### src/rtl/kernel_launch_ctrl.sv
// kernel_launch_ctrl: soft-resets a kernel, starts it, then polls
// its done word over OBI until it reads 1 or a timeout expires.
//
// Ports:
//   clk_i, rst_ni     clock, synchronous active-low reset
//   launch_i          launch request pulse (ignored while busy)
//   busy_o            sequence in progress
//   done_o            one-cycle completion pulse
//   timeout_o         sticky timeout flag, cleared on launch
//   cycles_o          kernel cycles from start grant to last poll
//   conf_*            OBI master for the reset/start conf writes
//   mem_*             OBI master for the done-word reads
module kernel_launch_ctrl #(
  parameter logic [31:0] RST_REG_ADDR   = 32'h0,
  parameter logic [31:0] START_REG_ADDR = 32'h4,
  parameter logic [31:0] DONE_ADDR      = 32'h0002_7C00,
  parameter int unsigned SETTLE_CYCLES  = 50,
  parameter int unsigned POLL_INTERVAL  = 16,
  parameter logic [31:0] TIMEOUT_CYCLES = 32'd1000000
) (
  input  logic        clk_i,
  input  logic        rst_ni,
  input  logic        launch_i,
  output logic        busy_o,
  output logic        done_o,
  output logic        timeout_o,
  output logic [31:0] cycles_o,
  output logic        conf_req_o,
  input  logic        conf_gnt_i,
  output logic        conf_we_o,
  output logic [3:0]  conf_be_o,
  output logic [31:0] conf_addr_o,
  output logic [31:0] conf_wdata_o,
  input  logic        conf_rvalid_i,
  output logic        mem_req_o,
  input  logic        mem_gnt_i,
  output logic        mem_we_o,
  output logic [3:0]  mem_be_o,
  output logic [31:0] mem_addr_o,
  input  logic        mem_rvalid_i,
  input  logic [31:0] mem_rdata_i
);

  localparam logic [31:0] SETTLE_LIM = 32'(SETTLE_CYCLES);
  localparam logic [31:0] POLL_LIM   = 32'(POLL_INTERVAL);

  typedef enum logic [3:0] {
    IDLE,
    RST_REQ,
    RST_RSP,
    SETTLE,
    START_REQ,
    START_RSP,
    POLL_WAIT,
    POLL_REQ,
    POLL_RSP,
    FINISH
  } state_t;

  state_t      state;
  state_t      state_n;
  logic [31:0] wait_cnt;
  logic [31:0] cycles;
  logic        timeout_q;

  logic        clr_run;
  logic        cyc_clr;
  logic        cyc_run;
  logic        set_to;
  logic        cnt_run;
  logic        settle_done;
  logic        poll_done;
  logic        timed_out;

  // A limit of 0 still spends one cycle in the wait state.
  assign settle_done = (wait_cnt + 32'd1) >= SETTLE_LIM;
  assign poll_done   = (wait_cnt + 32'd1) >= POLL_LIM;
  assign timed_out   = cycles >= TIMEOUT_CYCLES;

  assign cyc_run = state inside {START_RSP, POLL_WAIT,
                                 POLL_REQ, POLL_RSP};

  assign busy_o    = state != IDLE;
  assign done_o    = state == FINISH;
  assign timeout_o = timeout_q;
  assign cycles_o  = cycles;
  assign mem_we_o  = 1'b0;

  always_ff @(posedge clk_i) begin
    if (!rst_ni) begin
      state     <= IDLE;
      wait_cnt  <= '0;
      cycles    <= '0;
      timeout_q <= 1'b0;
    end else begin
      state    <= state_n;
      wait_cnt <= cnt_run ? wait_cnt + 32'd1 : '0;
      if (clr_run || cyc_clr) begin
        cycles <= '0;
      end else if (cyc_run && cycles != '1) begin
        cycles <= cycles + 32'd1;
      end
      if (clr_run) begin
        timeout_q <= 1'b0;
      end else if (set_to) begin
        timeout_q <= 1'b1;
      end
    end
  end

  always_comb begin
    state_n      = state;
    clr_run      = 1'b0;
    cyc_clr      = 1'b0;
    set_to       = 1'b0;
    cnt_run      = 1'b0;
    conf_req_o   = 1'b0;
    conf_we_o    = 1'b0;
    conf_be_o    = 4'h0;
    conf_addr_o  = '0;
    conf_wdata_o = '0;
    mem_req_o    = 1'b0;
    mem_be_o     = 4'h0;
    mem_addr_o   = '0;
    unique case (state)
      IDLE: begin
        if (launch_i) begin
          state_n = RST_REQ;
          clr_run = 1'b1;
        end
      end
      RST_REQ: begin
        conf_req_o   = 1'b1;
        conf_we_o    = 1'b1;
        conf_be_o    = 4'hF;
        conf_addr_o  = RST_REG_ADDR;
        conf_wdata_o = 32'd1;
        if (conf_gnt_i) state_n = RST_RSP;
      end
      RST_RSP: begin
        if (conf_rvalid_i) state_n = SETTLE;
      end
      SETTLE: begin
        if (settle_done) state_n = START_REQ;
        else cnt_run = 1'b1;
      end
      START_REQ: begin
        conf_req_o   = 1'b1;
        conf_we_o    = 1'b1;
        conf_be_o    = 4'hF;
        conf_addr_o  = START_REG_ADDR;
        conf_wdata_o = 32'd1;
        if (conf_gnt_i) begin
          state_n = START_RSP;
          cyc_clr = 1'b1;
        end
      end
      START_RSP: begin
        if (conf_rvalid_i) state_n = POLL_WAIT;
      end
      POLL_WAIT: begin
        if (timed_out) begin
          state_n = FINISH;
          set_to  = 1'b1;
        end else if (poll_done) begin
          state_n = POLL_REQ;
        end else begin
          cnt_run = 1'b1;
        end
      end
      POLL_REQ: begin
        mem_req_o  = 1'b1;
        mem_be_o   = 4'hF;
        mem_addr_o = DONE_ADDR;
        if (mem_gnt_i) state_n = POLL_RSP;
      end
      POLL_RSP: begin
        // A read already in flight completes before timing out.
        if (mem_rvalid_i) begin
          if (timed_out) begin
            state_n = FINISH;
            set_to  = 1'b1;
          end else if (mem_rdata_i == 32'd1) begin
            state_n = FINISH;
          end else begin
            state_n = POLL_WAIT;
          end
        end
      end
      FINISH: begin
        state_n = IDLE;
      end
      default: begin
        state_n = IDLE;
      end
    endcase
  end

endmodule

### config.mk
export PLATFORM = sky130hd
export DESIGN_NAME = kernel_launch_ctrl
export DESIGN_NICKNAME = d
export VERILOG_FILES = /design/src/rtl/kernel_launch_ctrl.sv
export SDC_FILE = /design/constraint.sdc
export NUM_CORES = 1
export LEC_CHECK = 0
export CAP_MARGIN = 20
export CELL_PAD_IN_SITES_DETAIL_PLACEMENT = 2
export CELL_PAD_IN_SITES_GLOBAL_PLACEMENT = 2
export CORE_UTILIZATION = 26
export DETAILED_ROUTE_END_ITERATION = 10
export GPL_ROUTABILITY_DRIVEN = 0
export PLACE_DENSITY_LB_ADDON = 0.1
export SLEW_MARGIN = 20
export SYNTH_ARGS = -nofsm -noshare
export SYNTH_HDL_FRONTEND = slang
export SYNTH_SLANG_ARGS = --single-unit
### constraint.sdc
create_clock -name clk_i -period 4.6 [get_ports clk_i]
set_input_delay 0.46 -clock clk_i [delete_from_list [all_inputs] [get_ports clk_i]]
set_output_delay 0.46 -clock clk_i [all_outputs]
set_load 0.01 [all_outputs]
==> flow_summary.toml, run 1 <==
[final_layout]
nets = 675
drive_above_1_share = 0.0549
fin_util = 0.331
num_antenna_cells = 0
area_growth_pct = 25.2

[global_route]
grt_max_degree = 33
grt_pass1_vias = 3967
track_usage = 0.152
overflow = 0
grt_pass1_wl_mm = 21.1
antenna_found_initial = 0

[pwr]
leakage_uw = 0.00203
p_per_area_mw_per_mm2 = 351
ir_drop_uv = 167
combPwrFrac = 0.245
p_int_uw = 1330
clkPwrFrac = 0.393
total_power_uw = 1920
seq_power_share = 0.362
p_sw_uw = 588
switching_share = 0.306

[detailed_routing]
num_vias = 3752
drcViolationCount = 0
wirelength_mm = 12.8
wl_per_cell_um = 14.9
dr.pass1.iters = 4
drtAntennaViolNets = 0
viasPerCell = 4.38
drtIter0Drc = 112

[sta]
slew_viol_final = 0
worstMarginPinSlew_ps = 808
timing_hold_violations_final = 0
setup_ws_ps = 1260
max_freq_ghz = 0.300
period_share = 0.726
post-route-min-period_ps = 3340
clock_skew_ps = 8.64
setup_viol = 0
timing.hold.ws_ps = 553
relSlewSlack = 0.457
fin_setup_tns_ps = 0
rsz0062_at_grt = "false"

[worst_setup_path]
crit_path_end_kind = "output port"
critPathLaunch = "state[0]$_SDFFE_PN0P_"
arrival_ps = 2880
criticalPathCategory = "reg -> out"
critPathLaunchType = "flop"
r2r-start = "wait_cnt[0]$_SDFF_PN0_"
crit_fanout = 22
worstPathRequired_ps = 4140

[synthesis]
synth-seq-cells = 69
synth_top_cell_by_area = "dfxtp_1"
synthTopCellsByArea = "dfxtp_1 (32%), buf_4 (18%), nor2_1 (4.8%)"
async_flop_share = 0
syn_inst = 535
ys_types = 66
yosysSeqAreaShare = 0.316
synth_common_cells = "buf_4 (107), dfxtp_1 (69), nor2_1 (56)"
synthFlopType = "dfxtp_1"
synth_area_sq_mm = 0.00437
ys_warn_count = 0
synth_area_per_cell_sq_um = 8.17
yosysTopAreaCellShare = 0.316
synth.most_common_cell = "buf_4"
synth_edf_count = 0

[die]
die_height_um = 132
num_rows = 47
dieArea_sq_mm = 0.0173
die_w_um = 132
core-area_sq_mm = 0.0165
start_util = 0.264
ioPinCount = 182

[cts]
worstSkewPairLatency_ps = 340
cts_max_level = 3
ctsHoldBuffers = 0
root_buffer = "clkbuf_16"
cts_inserted_buffers = 9
clk_path_buf_depth = 2
cts.sinks = 69
post_cts_buffers = 0
cts_tree = "built"
cts-resized-gates = 0
path_clk_slew_ps = 50

[min_path]
holdCritPathClass = "reg -> reg"
min_from = "wait_cnt[0]$_SDFF_PN0_"

[placed_design]
dp_hpwl_mm = 10.1
pre_cts_ws_ps = 1590
io_buffers = 92

[flow_run]
max-cap-violations = 0

[outcome]
status = "finished clean"
==> path summary, 6_finish.rpt <==
path | end | slack [ps] | cells past startpoint
hold / removal | wait_cnt[0]$_SDFF_PN0_ | 550 | 1
setup / recovery | conf_we_o | 1260 | 4
hold reg to reg | wait_cnt[0]$_SDFF_PN0_ | 550 | 1
setup reg to reg | state[0]$_SDFFE_PN0P_ | 1630 | 8
==> state kept, by name (all words and copies together), names as in the netlist <==
register,count
state,4
cycles_o,32
timeout_o,1
wait_cnt,32
==> critical path, stage by stage (launching register included) <==
cell and delay, ps:
dfxtp_1 780, nor2b_1 340, nor2_1 100, nor3_1 630
clkdlybuf4s50_1 690
==> layout make-up <==
cell class                      instances  area (sq um)
Clock inverter                          6          86.3
Inverter                               15          56.3
Sequential cell                        69          1380
Fill cell                            1937         11100
Tap cell                              220           275
Clock buffer                           10           239
Timing Repair Buffer                   93           928
Multi-Input combinational cell        444          2510
==> metrics by stage <==
stage | instance area [sq um] | std cells
floorplan | 4800 | 649
global placement | 5150 | 841
detailed placement | 5150 | 841
CTS | 5470 | 857
global route | 5470 | 857
finish | 5470 | 857
==> layer usage <==
metal / up-vias / global-route usage / routed length, um
li1: 1841 / - / -
met2: 65 / 0.278 / 6780
met3: 10 / 0.0390 / 449
met1: 1836 / 0.175 / 5450
met4: 0 / 0.0368 / 124
met5: - / 0 / 0
==> cells by family (layout without fill, tap and decap cells) <==
kind of cell,after synthesis,in the layout,share of synthesized area
buffers and inverters,136,124,0.210
AND/OR/NAND/NOR,219,219,0.268
AO/OA/AOI/OAI,62,62,0.102
adder cells (fa/ha/maj),4,4,0.0115
other,1,115,0.000858
flip-flops,69,69,0.316
multiplexers,7,7,0.0175
XOR/XNOR,37,37,0.0741
==> power by group through the flow <==
| stage | Sequential, uW | Clock, uW | Combinational, uW |
|---|---|---|---|
| final | 695 | 754 | 470 |
| after global routing | 706 | 807 | 521 |
| after CTS | 695 | 783 | 477 |
| after detailed placement | 708 | 0 | 476 |
| after global placement | 704 | 0 | 464 |
| after floorplan | 653 | 0 | 410 |
==> cell usage in the layout, fill, tap and decap left out, types with 2 or more instances in the layout <==
| master | count |
|---|---|
| conb_1 | 115 |
| clkdlybuf4s50_1 | 92 |
| nor3_1 | 23 |
| mux2i_1 | 5 |
| a211oi_1 | 2 |
| and2_1 | 6 |
| nand4_1 | 13 |
| and3_1 | 8 |
| nor2_1 | 56 |
| nor4_2 | 2 |
| a311oi_1 | 3 |
| a41oi_1 | 2 |
| ha_1 | 4 |
| a31oi_1 | 3 |
| xor2_1 | 13 |
| o31ai_1 | 2 |
| nand3_1 | 22 |
| nand2_1 | 35 |
| inv_1 | 14 |
| clkinv_2 | 2 |
| a211o_1 | 2 |
| nor4b_1 | 2 |
| or2_2 | 4 |
| nor4_1 | 17 |
| a2111oi_0 | 2 |
| xnor2_1 | 24 |
| a21oi_1 | 12 |
| o32ai_1 | 2 |
| clkbuf_16 | 9 |
| nand3_2 | 2 |
| and4_1 | 10 |
| dfxtp_1 | 69 |
| bufinv_16 | 2 |
| nor2b_1 | 4 |
| o21ai_0 | 14 |
| or3_1 | 5 |
Note: power is estimated with default switching activity, not from simulation.
==> run 2: changes to the inputs <==
- CORE_UTILIZATION: 26 -> 24
- clock period: 4.6 -> 3.4 ns (I/O delays scaled with it)
==> flow_summary.toml, run 2 (synthesized netlist as in run 1, its figures left out) <==
[die]
die_w_um = 137
num_rows = 48
start_util = 0.249
die_height_um = 137
ioPinCount = 182
core-area_sq_mm = 0.0175
dieArea_sq_mm = 0.0188

[sta]
relSlewSlack = 0.637
fin_setup_tns_ps = 0
post-route-min-period_ps = 2950
setup_ws_ps = 449
worstMarginPinSlew_ps = 539
setup_viol = 0
max_freq_ghz = 0.339
period_share = 0.868
clock_skew_ps = 8.41
rsz0062_at_grt = "false"
slew_viol_final = 0
timing_hold_violations_final = 0

[worst_setup_path]
worst_path_most_repeated_cell = "nand2_1"
criticalPathCategory = "reg -> reg"
arrival_ps = 3170
crit_buf_inv = 0
cp_top_family = "simple AND/OR/NAND/NOR gates"
critPathLaunchType = "flop"
max_stage_delay_ps = 620
cp_cell_sequence = "or3b_1 > o22ai_1 > nand2_1 > a21oi_1 > nand2_1 > nor4_1 > xnor2_1 > nor2_1"
worstPathRequired_ps = 3620
crit_path_end_kind = "flop"
crit_fanout = 13
cp_slowest_cell = "dfxtp_1"

[cts]
post_cts_buffers = 0
cts_max_level = 3
cts_inserted_buffers = 9
clk_path_buf_depth = 2
path_clk_slew_ps = 60
root_buffer = "clkbuf_16"
worstSkewPairLatency_ps = 340
ctsHoldBuffers = 0
cts_tree = "built"
cts-resized-gates = 0
cts.sinks = 69

[global_route]
track_usage = 0.147
antenna_found_initial = 0
grt_pass1_wl_mm = 21.2
grt_pass1_vias = 4000
overflow = 0
grt_max_degree = 33

[final_layout]
fill_cells = 2029
regArea_sq_mm = 0.00138
area_growth_pct = 25.8
nets = 680
final_cell_mix = "conb_1 (115), clkdlybuf4s50_1 (92), dfxtp_1 (69)"
final_common_cell = "conb_1"
drive_above_1_share = 0.0592
num_antenna_cells = 0
multi_input_area_sq_mm = 0.00251

[flow_run]
max-cap-violations = 0

[placed_design]
io_buffers = 92
dp_hpwl_mm = 10.3
pre_cts_ws_ps = 414

[outcome]
status = "finished clean"

[min_path]
holdCritPathClass = "reg -> reg"

[detailed_routing]
num_vias = 3836
wirelength_mm = 13.0
drcViolationCount = 0
drtIter0Drc = 85
wl_per_cell_um = 15.0
drtAntennaViolNets = 0
viasPerCell = 4.42
dr.pass1.iters = 4

[pwr]
leakage_uw = 0.00205
p_per_area_mw_per_mm2 = 471
ir_drop_uv = 267
[run 2: changes by cell type in the layout (fill, tap and decap cells not counted)]
cell / before / now
clkinvlp_4: 1 / 0
clkinv_4: 1 / 0
clkbuf_8: 1 / 0
buf_4: 1 / 6
clkinv_2: 2 / 3
clkbuf_1: 0 / 2
[run 2: worst paths after layout]
| path | start | endpoint | slack, ps | cells after the start |
|---|---|---|---|---|
| worst max-delay path | state[3]$_SDFFE_PN0P_ | cycles_o[20]$_SDFFE_PP0P_ | 450 | 8 |
| worst min-delay path | timeout_o$_SDFFE_PP0P_ | timeout_o$_SDFFE_PP0P_ | 530 | 1 |
| worst max register to register | state[3]$_SDFFE_PN0P_ | cycles_o[20]$_SDFFE_PP0P_ | 450 | 8 |
| worst min register to register | timeout_o$_SDFFE_PP0P_ | timeout_o$_SDFFE_PP0P_ | 530 | 1 |
[run 2: final cells by class]
type                    instances  share of cell area
multi-input cells             444               0.456
flip-flops and latches         69               0.251
repair buffers                 98               0.176
well taps                     225              0.0512
clock buffers                  11              0.0423
clock inverters                 5              0.0137
inverters                      15              0.0102
[run 2: per-stage QoR]
stage               total power [uW]   util  hold slack (ps)  area [sq um]  cells
floorplan                       1440      -              485          4800    649
global placement                1610  0.296              525          5190    851
detailed placement              1630  0.296              526          5190    851
CTS                             2630  0.314              536          5500    867
global route                    2750  0.314              560          5500    867
finish                          2590  0.314              529          5500    867
[run 2: metal layers]
metal / routed length (um) / vias up / track usage / part of all wire
li1: - / 1850 / - / -
met1: 5830 / 1896 / 0.178 / 0.45
met2: 6680 / 77 / 0.259 / 0.51
met3: 355 / 13 / 0.0237 / 0.027
met4: 178 / 0 / 0.0519 / 0.014
met5: 0 / - / 0 / 0
[run 2: where the power goes]
group	switching [uW]	internal, uW
registers	50.1	844
clock network	351	638
logic	387	322
[run 2: worst reg2reg max path: cells and delay by family, from the launching register on]
| family | cells | cell delay (ps) |
|---|---|---|
| AOI/OAI and AO/OA | 2 | 680 |
| xor gates and xnor gates | 1 | 170 |
| DFF | 1 | 620 |
| and+or+nand+nor | 5 | 1370 |
==> run 3: changes to the inputs <==
--- a/config.mk
+++ b/config.mk
@@ -6,4 +6,5 @@
 export NUM_CORES = 1
 export LEC_CHECK = 0
+export ABC_CLOCK_PERIOD_IN_PS = 3400
 export CAP_MARGIN = 20
 export CELL_PAD_IN_SITES_DETAIL_PLACEMENT = 2
@@ -13,4 +14,5 @@
 export GPL_ROUTABILITY_DRIVEN = 0
 export PLACE_DENSITY_LB_ADDON = 0.1
+export RECOVER_POWER = 50
 export SLEW_MARGIN = 20
 export SYNTH_ARGS = -nofsm -noshare
==> constraint.sdc (replaced) <==
create_clock -name clk_i -period 3.4 [get_ports clk_i]
set_input_delay 0.34 -clock clk_i [delete_from_list [all_inputs] [get_ports clk_i]]
set_output_delay 0.34 -clock clk_i [all_outputs]
set_load 0.005 [all_outputs]
==> flow_summary.toml, run 3 (synthesized netlist as in run 1, its figures left out) <==
[final_layout]
num_antenna_cells = 0
nets = 680
final_cell_mix = "conb_1 (115), dfxtp_1 (69), nor2_1 (56), clkdlybuf4s50_1 (56), dlygate4sd3_1 (36)"
final_common_cell = "conb_1"
final-instance-count-excl-fill = 867
drive_above_1_share = 0.0545
area_growth_pct = 25.7

[cts]
cts_tree = "built"
ctsHoldBuffers = 0
path_clk_slew_ps = 50
cts-resized-gates = 0
clk_path_buf_depth = 2
root_buffer = "clkbuf_16"
post_cts_buffers = 0
cts_max_level = 3
worstSkewPairLatency_ps = 340
cts_inserted_buffers = 9
cts.sinks = 69

[placed_design]
dp_hpwl_mm = 10.3
placed_cells = 851
io_buffers = 92

[min_path]
min_from = "timeout_o$_SDFFE_PP0P_"
min_to = "timeout_o$_SDFFE_PP0P_"
holdCritPathClass = "reg -> reg"
hold_path_depth = 1

[detailed_routing]
viasPerCell = 4.41
wirelength_mm = 13.0
drtIter0Drc = 78
drtAntennaViolNets = 0
highest_layer = "met4"
routed-wl-met3_um = 345
dr_wl_met2_mm = 6.70
drcViolationCount = 0
num_vias = 3827
dr.pass1.iters = 4
met1_length_mm = 5.82
wl_per_cell_um = 15.0

[worst_setup_path]
crit_path_end_kind = "output port"
criticalPathCategory = "reg -> out"
crit_fanout = 14
r2r_cells = 8
reg2reg_to = "cycles_o[20]$_SDFFE_PP0P_"
reg2reg_slack_ps = 470
r2r-start = "state[3]$_SDFFE_PN0P_"
arrival_ps = 2640
critPathLaunchType = "flop"
worstPathRequired_ps = 3060

[sta]
max_freq_ghz = 0.336
timing.hold.ws_ps = 522
relSlewSlack = 0.577
fin_setup_tns_ps = 0
period_share = 0.875
post-route-min-period_ps = 2980
rsz0062_at_grt = "false"
timing_hold_violations_final = 0
worstMarginPinSlew_ps = 635
setup_viol = 0
slew_viol_final = 0
clock_skew_ps = 8.53

[flow_run]
max-cap-violations = 0

[global_route]
grt_max_degree = 33
overflow = 0
track_usage = 0.147
grt_pass1_wl_mm = 21.2
grt_pass1_vias = 4000
antenna_found_initial = 0

[die]
dieArea_sq_mm = 0.0188
die_w_um = 137
die_height_um = 137
num_rows = 48
core-area_sq_mm = 0.0175
ioPinCount = 182
start_util = 0.249

[pwr]
p_per_area_mw_per_mm2 = 457
ir_drop_uv = 266
leakage_uw = 0.00217

[outcome]
status = "finished clean"
==> run 3: changes by cell type in the layout (fill, tap and decap cells not counted), sizes merged <==
cell | previous run | this run
clkdlybuf4s50 | 92 | 56
dlygate4sd3 | 0 | 36
buf | 6 | 4
clkbuf | 11 | 13
clkinv | 3 | 4
inv | 15 | 14
==> run 3: where the power goes <==
| part | switching, uW | internal [uW] |
|---|---|---|
| Clock | 349 | 638 |
| Sequential | 50.0 | 844 |
| Combinational | 331 | 297 |
| Total | 730 | 1780 |
==> run 3: worst max path at each step <==
stage	start	endpoint	cells past startpoint
global placement	state[3]$_SDFFE_PN0P_	cycles_o[20]$_SDFFE_PP0P_	8
floorplan	wait_cnt[0]$_SDFF_PN0_	state[0]$_SDFFE_PN0P_	10
global route	state[2]$_SDFFE_PN0P_	conf_be_o[2]	6
CTS	state[3]$_SDFFE_PN0P_	cycles_o[20]$_SDFFE_PP0P_	8
finish	state[2]$_SDFFE_PN0P_	conf_be_o[2]	6
detailed placement	state[3]$_SDFFE_PN0P_	cycles_o[20]$_SDFFE_PP0P_	8
==> run 3: per-stage QoR <==
stage                     total power, uW  instance area, sq um   util  worst slack (ps)
after global placement               1560                  5190  0.296               440
final                                2510                  5490  0.313               424
after detailed placement             1570                  5190  0.296               414
after floorplan                      1380                  4800      -               980
after global routing                 2670                  5490  0.313               168
after CTS                            2580                  5500  0.314               399
==> run 3: worst max-delay path, stage by stage (launching register included) <==
cell and delay, ps:
dfxtp_1 360, clkbuf_1 510, nor2b_1 280, nor2_1 80
nor3_1 230, clkbuf_1 250, dlygate4sd3_1 600
==> run 3: layer usage <==
metal	GRT usage	vias to the layer above
li1	-	1851
met1	0.178	1889
met2	0.259	76
met3	0.0237	11
met4	0.0519	0
met5	0	-
==> run 3: area by class of cell <==
class	instances	area, sq um
Fill cell	2031	12000
Multi-Input combinational cell	444	2510
Sequential cell	69	1380
Timing Repair Buffer	98	958
Tap cell	225	282
Clock buffer	11	233
Clock inverter	5	75.1
Inverter	15	56.3
==> variant (settings of run 3) <==
The parameter `RST_REG_ADDR` goes from 32'h0 to 32'h1.
--- a/src/rtl/kernel_launch_ctrl.sv
+++ b/src/rtl/kernel_launch_ctrl.sv
@@ -11,7 +11,7 @@
 //   conf_*            OBI master for the reset/start conf writes
 //   mem_*             OBI master for the done-word reads
 module kernel_launch_ctrl #(
-  parameter logic [31:0] RST_REG_ADDR   = 32'h0,
+  parameter logic [31:0] RST_REG_ADDR   = 32'h1,
   parameter logic [31:0] START_REG_ADDR = 32'h4,
   parameter logic [31:0] DONE_ADDR      = 32'h0002_7C00,
   parameter int unsigned SETTLE_CYCLES  = 50,
Check against the original RTL: not equivalent (Yosys sat finds a counterexample within 4 cycles, from zero or initial values and one cycle with rst_ni low).
==> variant against run 3 <==
  * Combinational power is 12% higher
  * Worst hold slack worse by 36 ps
  * Sequential cell count unchanged
  * Critical path depth rose by 2
  * Global-route usage shrank 0.25 points
  * Count of clock-buffer cells in the layout did not move
  * Area after synthesis grew 3.5%
  * Wire length increased by 4.0%
  * Sequential power rose by 3.5%
  * Worst setup slack gained 23 ps
  * Cell area grew 2.4%
  * Largest power group unchanged
  * Power grew 2.2%
  * Clock skew up 1.3 ps
  * Register-to-register slack lost 20 ps
==> variant: results (changes against run 3) <==
- Status: completed
- Synth unique cells: 62 (-6.1%)
- Post-DP Area: 5340 µm² (+2.8%)
- Top layer in use: met4
- Async SR Flop Fraction: 0 (unchanged)
- Ys flop type: dfxtp_1
- First-pass GRT wire length: 22.5 mm (+6.3%)
- 1st-iter DRT viols: 144 (+85%)
- Clock Skews: 9.87 ps (+1.35 ps)
- Critical path arrival: 3200 ps (+560 ps)
- Wirelength per Cell: 15.3 µm (+1.7%)
- Sequential share of the synthesized area: 0.305 (-0.0108)
- Met3 usage: 0.0320 (+0.00830)
- # port buffers: 93 (+1.1%)
- Fin. Hold Viols: 0 (unchanged)
- Post-Syn Instances: 556 (+3.9%)
- Clock Power Share: 0.365 (-0.028)
- Vias in the first global route: 4278 (+7.0%)
- Comb pwr: 0.000703 W (+12%)
- Hpwl dp: 10.5 mm (+2.2%)
- Metal-1 WL: 6.03 mm (+3.6%)
- Antenna cells: 0 (unchanged)
- Dpl cells: 871 (+2.4%)
- CP peak stage delay: 540 ps (-60 ps)
- Routed WL: 13.5 mm (+4.0%)
- Met2 WL: 6.91 mm (+3.1%)
- Met2 usage: 0.256 (-0.00242)
- Initial antenna violation count: 0 (unchanged)
- Via Count: 4008 (+4.7%)
- Synth warn: 0 (unchanged)
- LEAKAGE: 2.21 nW (+1.8%)
- CP max stage cell: or4_4
- CTS buffer count: 9 (unchanged)
- Crit-path leading delay family: simple AND/OR/NAND/NOR gates
- Synth Area in XOR/XNOR: 0.0619 (-0.0122)
- Complex-gate fraction of the synthesized area: 0.118 (+0.0156)
- CP max FO: 10 (-4)
- Max VDD drop: 0.246 mV (-7.6%)
- Routing usage on met1: 0.174 (-0.00454)
- Post-CTS setup buffer count: 0 (unchanged)
- Hold crit path type: flip-flop to flip-flop
- Root Driver: clkbuf_16
- Routed length on met3: 480 µm (+39%)
- Clk Latency, worst-skew pair: 340 ps (about the same)
- Share of cells above drive strength 1: 0.0532 (-0.00133)
- Synth area leaders: dfxtp_1, buf_4, xnor2_1, nor2_1, nor4_1
- Sw frac: 0.303 (+0.0118)
- Post-synth EDFFs: 0 (unchanged)
- Clock Tree Buf Depth: 2 (unchanged)
- H-tree depth: 3 (unchanged)
- Mux cell area share after synthesis: 0.0180 (+0.000507)
- Commonest cells in the synthesized netlist: buf_4, dfxtp_1, nor2_1, nand2_1
- Worst-margin pin slew: 724 ps (+88.7 ps)
- Layout Nets: 696 (+2.4%)
- Synth Area in Adders: 0.0111 (-0.000393)
- GRT Resource Usage Total: 0.144 (-0.00254)
- Switch Pwr: 0.000776 W (+6.3%)
variant: cell count changes after synthesis, moves of 5 or more:
cell / delta
a21oi_1: +6
nand4_1: +5
nor2_1: -11
nor4_1: +5
or3_1: +11
variant: layout make-up:
cell class              instances  area [µm²]
clock inverters                 5        50.0
repair buffers                 97         953
fillers                      2136       12600
inverters                      16        60.1
well taps                     229         287
multi-input cells             460        2650
flip-flops and latches         69        1380
clock buffers                  11         243
variant: worst paths after layout:
kind	from	to	slack, ps	cells past startpoint
setup / recovery	wait_cnt[0]$_SDFF_PN0_	wait_cnt[5]$_SDFF_PN0_	450	8
hold / removal	timeout_o$_SDFFE_PP0P_	timeout_o$_SDFFE_PP0P_	490	2
setup reg to reg	wait_cnt[0]$_SDFF_PN0_	wait_cnt[5]$_SDFF_PN0_	450	8
hold reg to reg	timeout_o$_SDFFE_PP0P_	timeout_o$_SDFFE_PP0P_	490	2
